File: src/rtl/fm_lfo.sv
// FM synthesis LFO: tremolo triangle (am_val) and vibrato F-number offset (fnum_out).
// Vibrato logic is present only when FM_LFO_VIB_EN is defined; otherwise fnum_out passes fnum_in.
module fm_lfo (
    input  logic       clk,
    input  logic       reset,
    input  logic       sample_tick,
    input  logic       dam,
    input  logic       dvb,
    input  logic       vib,
    input  logic [9:0] fnum_in,
    output logic [5:0] am_val,
    output logic [2:0] vib_pos,
    output logic [9:0] fnum_out
);

    logic [5:0] trem_div;
    logic [7:0] trem_pos;
    logic [6:0] am_raw;

    // Triangle: rises 0..104 over positions 0..104, then mirrors back down to 0 at 209.
    always_comb begin
        am_raw = '0;
        if (trem_pos < 8'd105) begin
            am_raw = trem_pos[6:0];
        end else begin
            am_raw = 7'(8'd209 - trem_pos);
        end
    end

    always_ff @(posedge clk) begin
        if (reset) begin
            trem_div <= '0;
            trem_pos <= '0;
            am_val   <= '0;
        end else begin
            am_val <= dam ? {1'b0, am_raw[6:2]} : {3'b000, am_raw[6:4]};
            if (sample_tick) begin
                trem_div <= trem_div + 6'd1;
                if (trem_div == 6'd63) begin
                    trem_pos <= (trem_pos == 8'd209) ? '0 : trem_pos + 8'd1;
                end
            end
        end
    end

`ifdef FM_LFO_VIB_EN
    logic [9:0] vib_div;
    logic [2:0] vib_base;
    logic [2:0] vib_mag;

    always_ff @(posedge clk) begin
        if (reset) begin
            vib_div <= '0;
            vib_pos <= '0;
        end else if (sample_tick) begin
            vib_div <= vib_div + 10'd1;
            if (vib_div == 10'h3FF) begin
                vib_pos <= vib_pos + 3'd1;
            end
        end
    end

    // Magnitude depends on vib_pos[1:0]; vib_pos[2] selects subtraction for the falling half.
    always_comb begin
        vib_base = dvb ? fnum_in[9:7] : {1'b0, fnum_in[9:8]};
        vib_mag  = '0;
        case (vib_pos[1:0])
            2'd0:    vib_mag = '0;
            2'd2:    vib_mag = vib_base;
            default: vib_mag = {1'b0, vib_base[2:1]};
        endcase
        fnum_out = fnum_in;
        if (vib) begin
            fnum_out = vib_pos[2] ? fnum_in - {7'd0, vib_mag} : fnum_in + {7'd0, vib_mag};
        end
    end
`else
    logic unused_vib_inputs;

    assign unused_vib_inputs = ^{vib, dvb};
    assign vib_pos           = '0;
    assign fnum_out          = fnum_in;
`endif

endmodule

File: config.mk
export PLATFORM = sky130hd
export DESIGN_NAME = fm_lfo
export DESIGN_NICKNAME = d
export VERILOG_FILES = /design/src/rtl/fm_lfo.sv
export SDC_FILE = /design/constraint.sdc
export NUM_CORES = 1
export LEC_CHECK = 0
export BUFFER_PORTS_ARGS = -buffer_cell sky130_fd_sc_hd__buf_2
export CAP_MARGIN = 0
export CORE_UTILIZATION = 55
export CTS_CLUSTER_SIZE = 40
export DETAILED_ROUTE_END_ITERATION = 6
export GPL_TIMING_DRIVEN = 0
export PLACE_DENSITY = 0.87
export SYNTH_ARGS = -nofsm -noshare
export SYNTH_HDL_FRONTEND = slang
export SYNTH_SLANG_ARGS = --single-unit
File: constraint.sdc
create_clock -name clk -period 5 [get_ports clk]
set_input_delay 1 -clock clk [delete_from_list [all_inputs] [get_ports clk]]
set_output_delay 1 -clock clk [all_outputs]
set_load 0.005 [all_outputs]
==> impl_summary.md <==
Status
The flow ran to the end, and the final reports show no timing, DRC or antenna violations.

Drt
The violation count after the first detailed-routing iteration is 14. After detailed routing, the number of vias per cell comes to 5.725. In the routed design, unresolved DRC markers number 0. The number of vias after detailed routing is 1105. Once detail routing completed, the nets flagged for antenna violations numbered 0. In the final routed layout, each cell accounts on average for 13.54 µm. The final wirelength is 2613 µm. The number of search-and-repair iterations in the first detailed-routing pass is 4.

Global routing
Entering global routing, the biggest net connects 11 pins. The global route total overflow is 0. The via count of the first global-routing pass came to 1073. For this run, the total global-route usage over all layers was measured as 23.18%. The number of antenna violations at the first check in global routing is 0. The first global-routing pass estimated 4388 µm of wire.

Synth
The number of different library cells used by synthesis comes to 42. The top cell type by area accounts for 30.49% of the synthesized area. The share of the Yosys chip area taken by registers is 30.49%. Dividing the synthesized area by the synthesized cell count gives 8.723 µm². The number of synthesis warnings is 0. The synthesized cell area is 0.001247 mm². Synthesis inferred 19 register bits. The synthesized instance count is 143. The cell type with the largest total area after synthesis is dfxtp_1.

Sorting the synthesized cells by area gives the leading types as dfxtp_1 30%, buf_4 9.0%, ha_1 6.0%.

Pwr
Of the total power, the share spent switching nets is 23.65%. Per report_power, the sequential group accounts for 59.0% of the total. For this design the static power due to leakage is 0.5630 nW.

Internal power comes to 0.0002012 W. The ratio of total power to cell area is 188.4 mW/mm². The largest vdd supply drop is 111.8 µV. The analysis attributes to net switching a power of 0.00006232 W. The share of total power in the clock network is 30.3%.

Combinational logic burns 10.7% of the power.

Timing
For the final database, setup skew stands at 14.35 ps. Setup repair after global routing left no endpoint under its margin. Setup violations remaining at the end of the flow were counted as 0.

The count of pins over their slew limit was 0. The total negative setup slack is 0 ps. Derived from the worst setup path, the maximum achievable clock frequency is 449.6 MHz. The clock period minus final worst setup slack is 2224 ps. The period utilization is 44.48%.

The final-layout worst hold slack is 520.8 ps. The final number of hold-violating endpoints was 0.

Clock tree
The clock net in this run drives a total of 19 sinks. For the worst-skew pair, the clock arrives at the later sink with an insertion delay of 300 ps. The number of buffers created by CTS is 3. Once the clock tree was built, the resizer swapped 0 gates to a different size.

The maximum buffer depth of the clock tree is 2. For this design, the CTS-stage hold fixing added 0 buffers. Post-CTS timing repair inserted 0 buffers for setup. CTS built an H-tree with a depth of 1.

TritonCTS built the clock tree. The tree is rooted in a clkbuf_4. After clock tree synthesis, the clock-pin slew on the worst setup and hold paths is 100 ps.

Floorplan
The core region is 0.002042 mm². The initialized floorplan defines 16 standard-cell rows. 35 I/O pins were placed.

The floorplan step defined a die boundary enclosing 0.002463 mm². The die is 49.63 µm tall. The x dimension of the die is 49.63 µm.

The starting density of the core is 61.09%.

Place
Port buffering added 16 buffers. The final estimated routing congestion in global placement is 0.8440. Detailed placement ended at an HPWL of 2022 µm.

Worst setup path
At the worst endpoint, the required time is 4000 ps. The worst setup path is of the in -> out kind. The highest fanout seen on the critical path is 1. Data on the critical path arrives at its endpoint at 1220 ps. The largest individual stage delay along the critical path comes from the cell buf_2. The largest stage delay on the critical path is 120 ps. STA classifies the critical path endpoint as a primary output. Together, buffers and inverters on the worst path number 2.

Walking the worst path, the cells encountered are buf_4 > buf_2. The startpoint kind of the worst setup timing path is an input pin. In this design, the largest share of critical-path delay is due to buffers and inverters.

Finish
The repair_antennas step left the layout with diodes totalling 0. In the final layout, the share of cells above drive strength 1 is 30.12%. Compared with the post-synthesis result, the final layout area differs by 12.14%.

The number of fill cells in the layout is 202. The final net count is 189. Cells fill 68.50% of the core in the end.

Run
The number of violations of the max-capacitance limit is 0.

Worst hold path
The type of the tightest min-delay check is reg -> reg.
## synthesized netlist by cell type
library cell  instances
nand2_1               5
buf_2                 4
nand4_2               1
nor4_1                1
conb_1                1
a21oi_1               7
a31oi_1               2
xor2_1                3
and3_1                1
nor2b_1               2
nand3_1               2
clkbuf_8              3
dfxtp_1              19
a311oi_1              1
or4_1                 1
nand3b_1              1
a221oi_1              1
ha_1                  6
a31o_2                1
o31ai_1               1
a211oi_1              2
nor3_1                5
nor2_1               17
o211ai_1              2
inv_1                 7
or2_2                 1
or3_4                 1
nand2b_1              3
a2111oi_2             1
buf_4                15
nand4_1               4
mux2i_1               4
o21ai_1               1
o311a_1               1
or3_1                 2
o21ai_0               2
o21bai_2              1
or4_4                 1
nor4_4                1
nor4_2                1
o2111ai_1             1
xnor2_1               7
## routing by layer
metal / track usage [%] / part of all wire, % / vias to the layer above
met2: 43.02 / 50 / 61
met5: 0 / 0 / -
li1: - / - / 527
met4: 11.90 / 3.6 / 0
met3: 6.790 / 7.8 / 18
met1: 22.89 / 39 / 499
## cell usage in the layout, fill, tap and decap left out, drive strengths merged
cell     instances
a211oi           2
and3             1
or3              3
or2              1
dfxtp           19
nand3            2
xnor2            7
a21oi            7
mux2i            4
nor2b            2
o21ai            3
o211ai           2
nand2b           3
ha               6
a2111oi          1
a221oi           1
o31ai            1
or4              2
o21bai           1
o311a            1
inv              7
nand4            5
conb             4
a311oi           1
buf             35
nor3             5
a31oi            2
nor4             3
a31o             1
xor2             3
clkbuf           7
o2111ai          1
nand2            5
nor2            17
nand3b           1
## final timing paths
kind / slack (ps) / depth (start not counted) / startpoint / end
setup / recovery: 2780 / 2 / fnum_in[0] / fnum_out[0]
hold / removal: 520 / 2 / trem_div[5] / trem_div[5]
setup reg to reg: 3110 / 6 / trem_pos[2] / am_val[1]
hold reg to reg: 520 / 2 / trem_div[5] / trem_div[5]
## cell families after synthesis
family	after synthesis	share of synthesized area [%]
other	1	0.3006
xor gates and xnor gates	10	7.022
DFF	19	30.49
AOI/OAI and AO/OA	24	13.74
buffers and inverters	29	16.05
muxes	4	3.210
adders and majority gates	6	6.018
and+or+nand+nor	50	23.17
## power by group through the flow
stage / sequential [W] / combinational (W) / clock, W
finish: 0.000155 / 0.0000282 / 0.0000799
global route: 0.000156 / 0.0000317 / 0.0000886
CTS: 0.000155 / 0.0000282 / 0.0000812
detailed placement: 0.000159 / 0.0000282 / 0
global placement: 0.000159 / 0.0000268 / 0
floorplan: 0.000159 / 0.0000201 / 0
## sequential cells by signal, indices dropped and copies added (netlist names)
register and cells:
trem_pos 8, am_val 5, trem_div 6
## layout make-up
class | instances | area, µm² | share of cell area [%]
buffer | 22 | 173.9 | 12.43
clock buffer | 4 | 26.28 | 1.878
inverter | 7 | 26.28 | 1.878
multi-input combinational | 98 | 678.2 | 48.48
sequential | 19 | 380.4 | 27.19
tap | 27 | 33.78 | 2.415
timing repair buffer | 16 | 80.08 | 5.725
## stage by stage
stage | cells | setup WS, ps | power, W | area [µm²]
final | 193 | 2776 | 0.0002635 | 1399
after global routing | 193 | 2766 | 0.0002761 | 1399
after CTS | 193 | 2776 | 0.0002649 | 1399
after detailed placement | 189 | 2776 | 0.0001871 | 1373
after global placement | 189 | 2782 | 0.0001855 | 1373
after floorplan | 146 | 2889 | 0.0001788 | 1259
(Power assumes the default switching activity.)
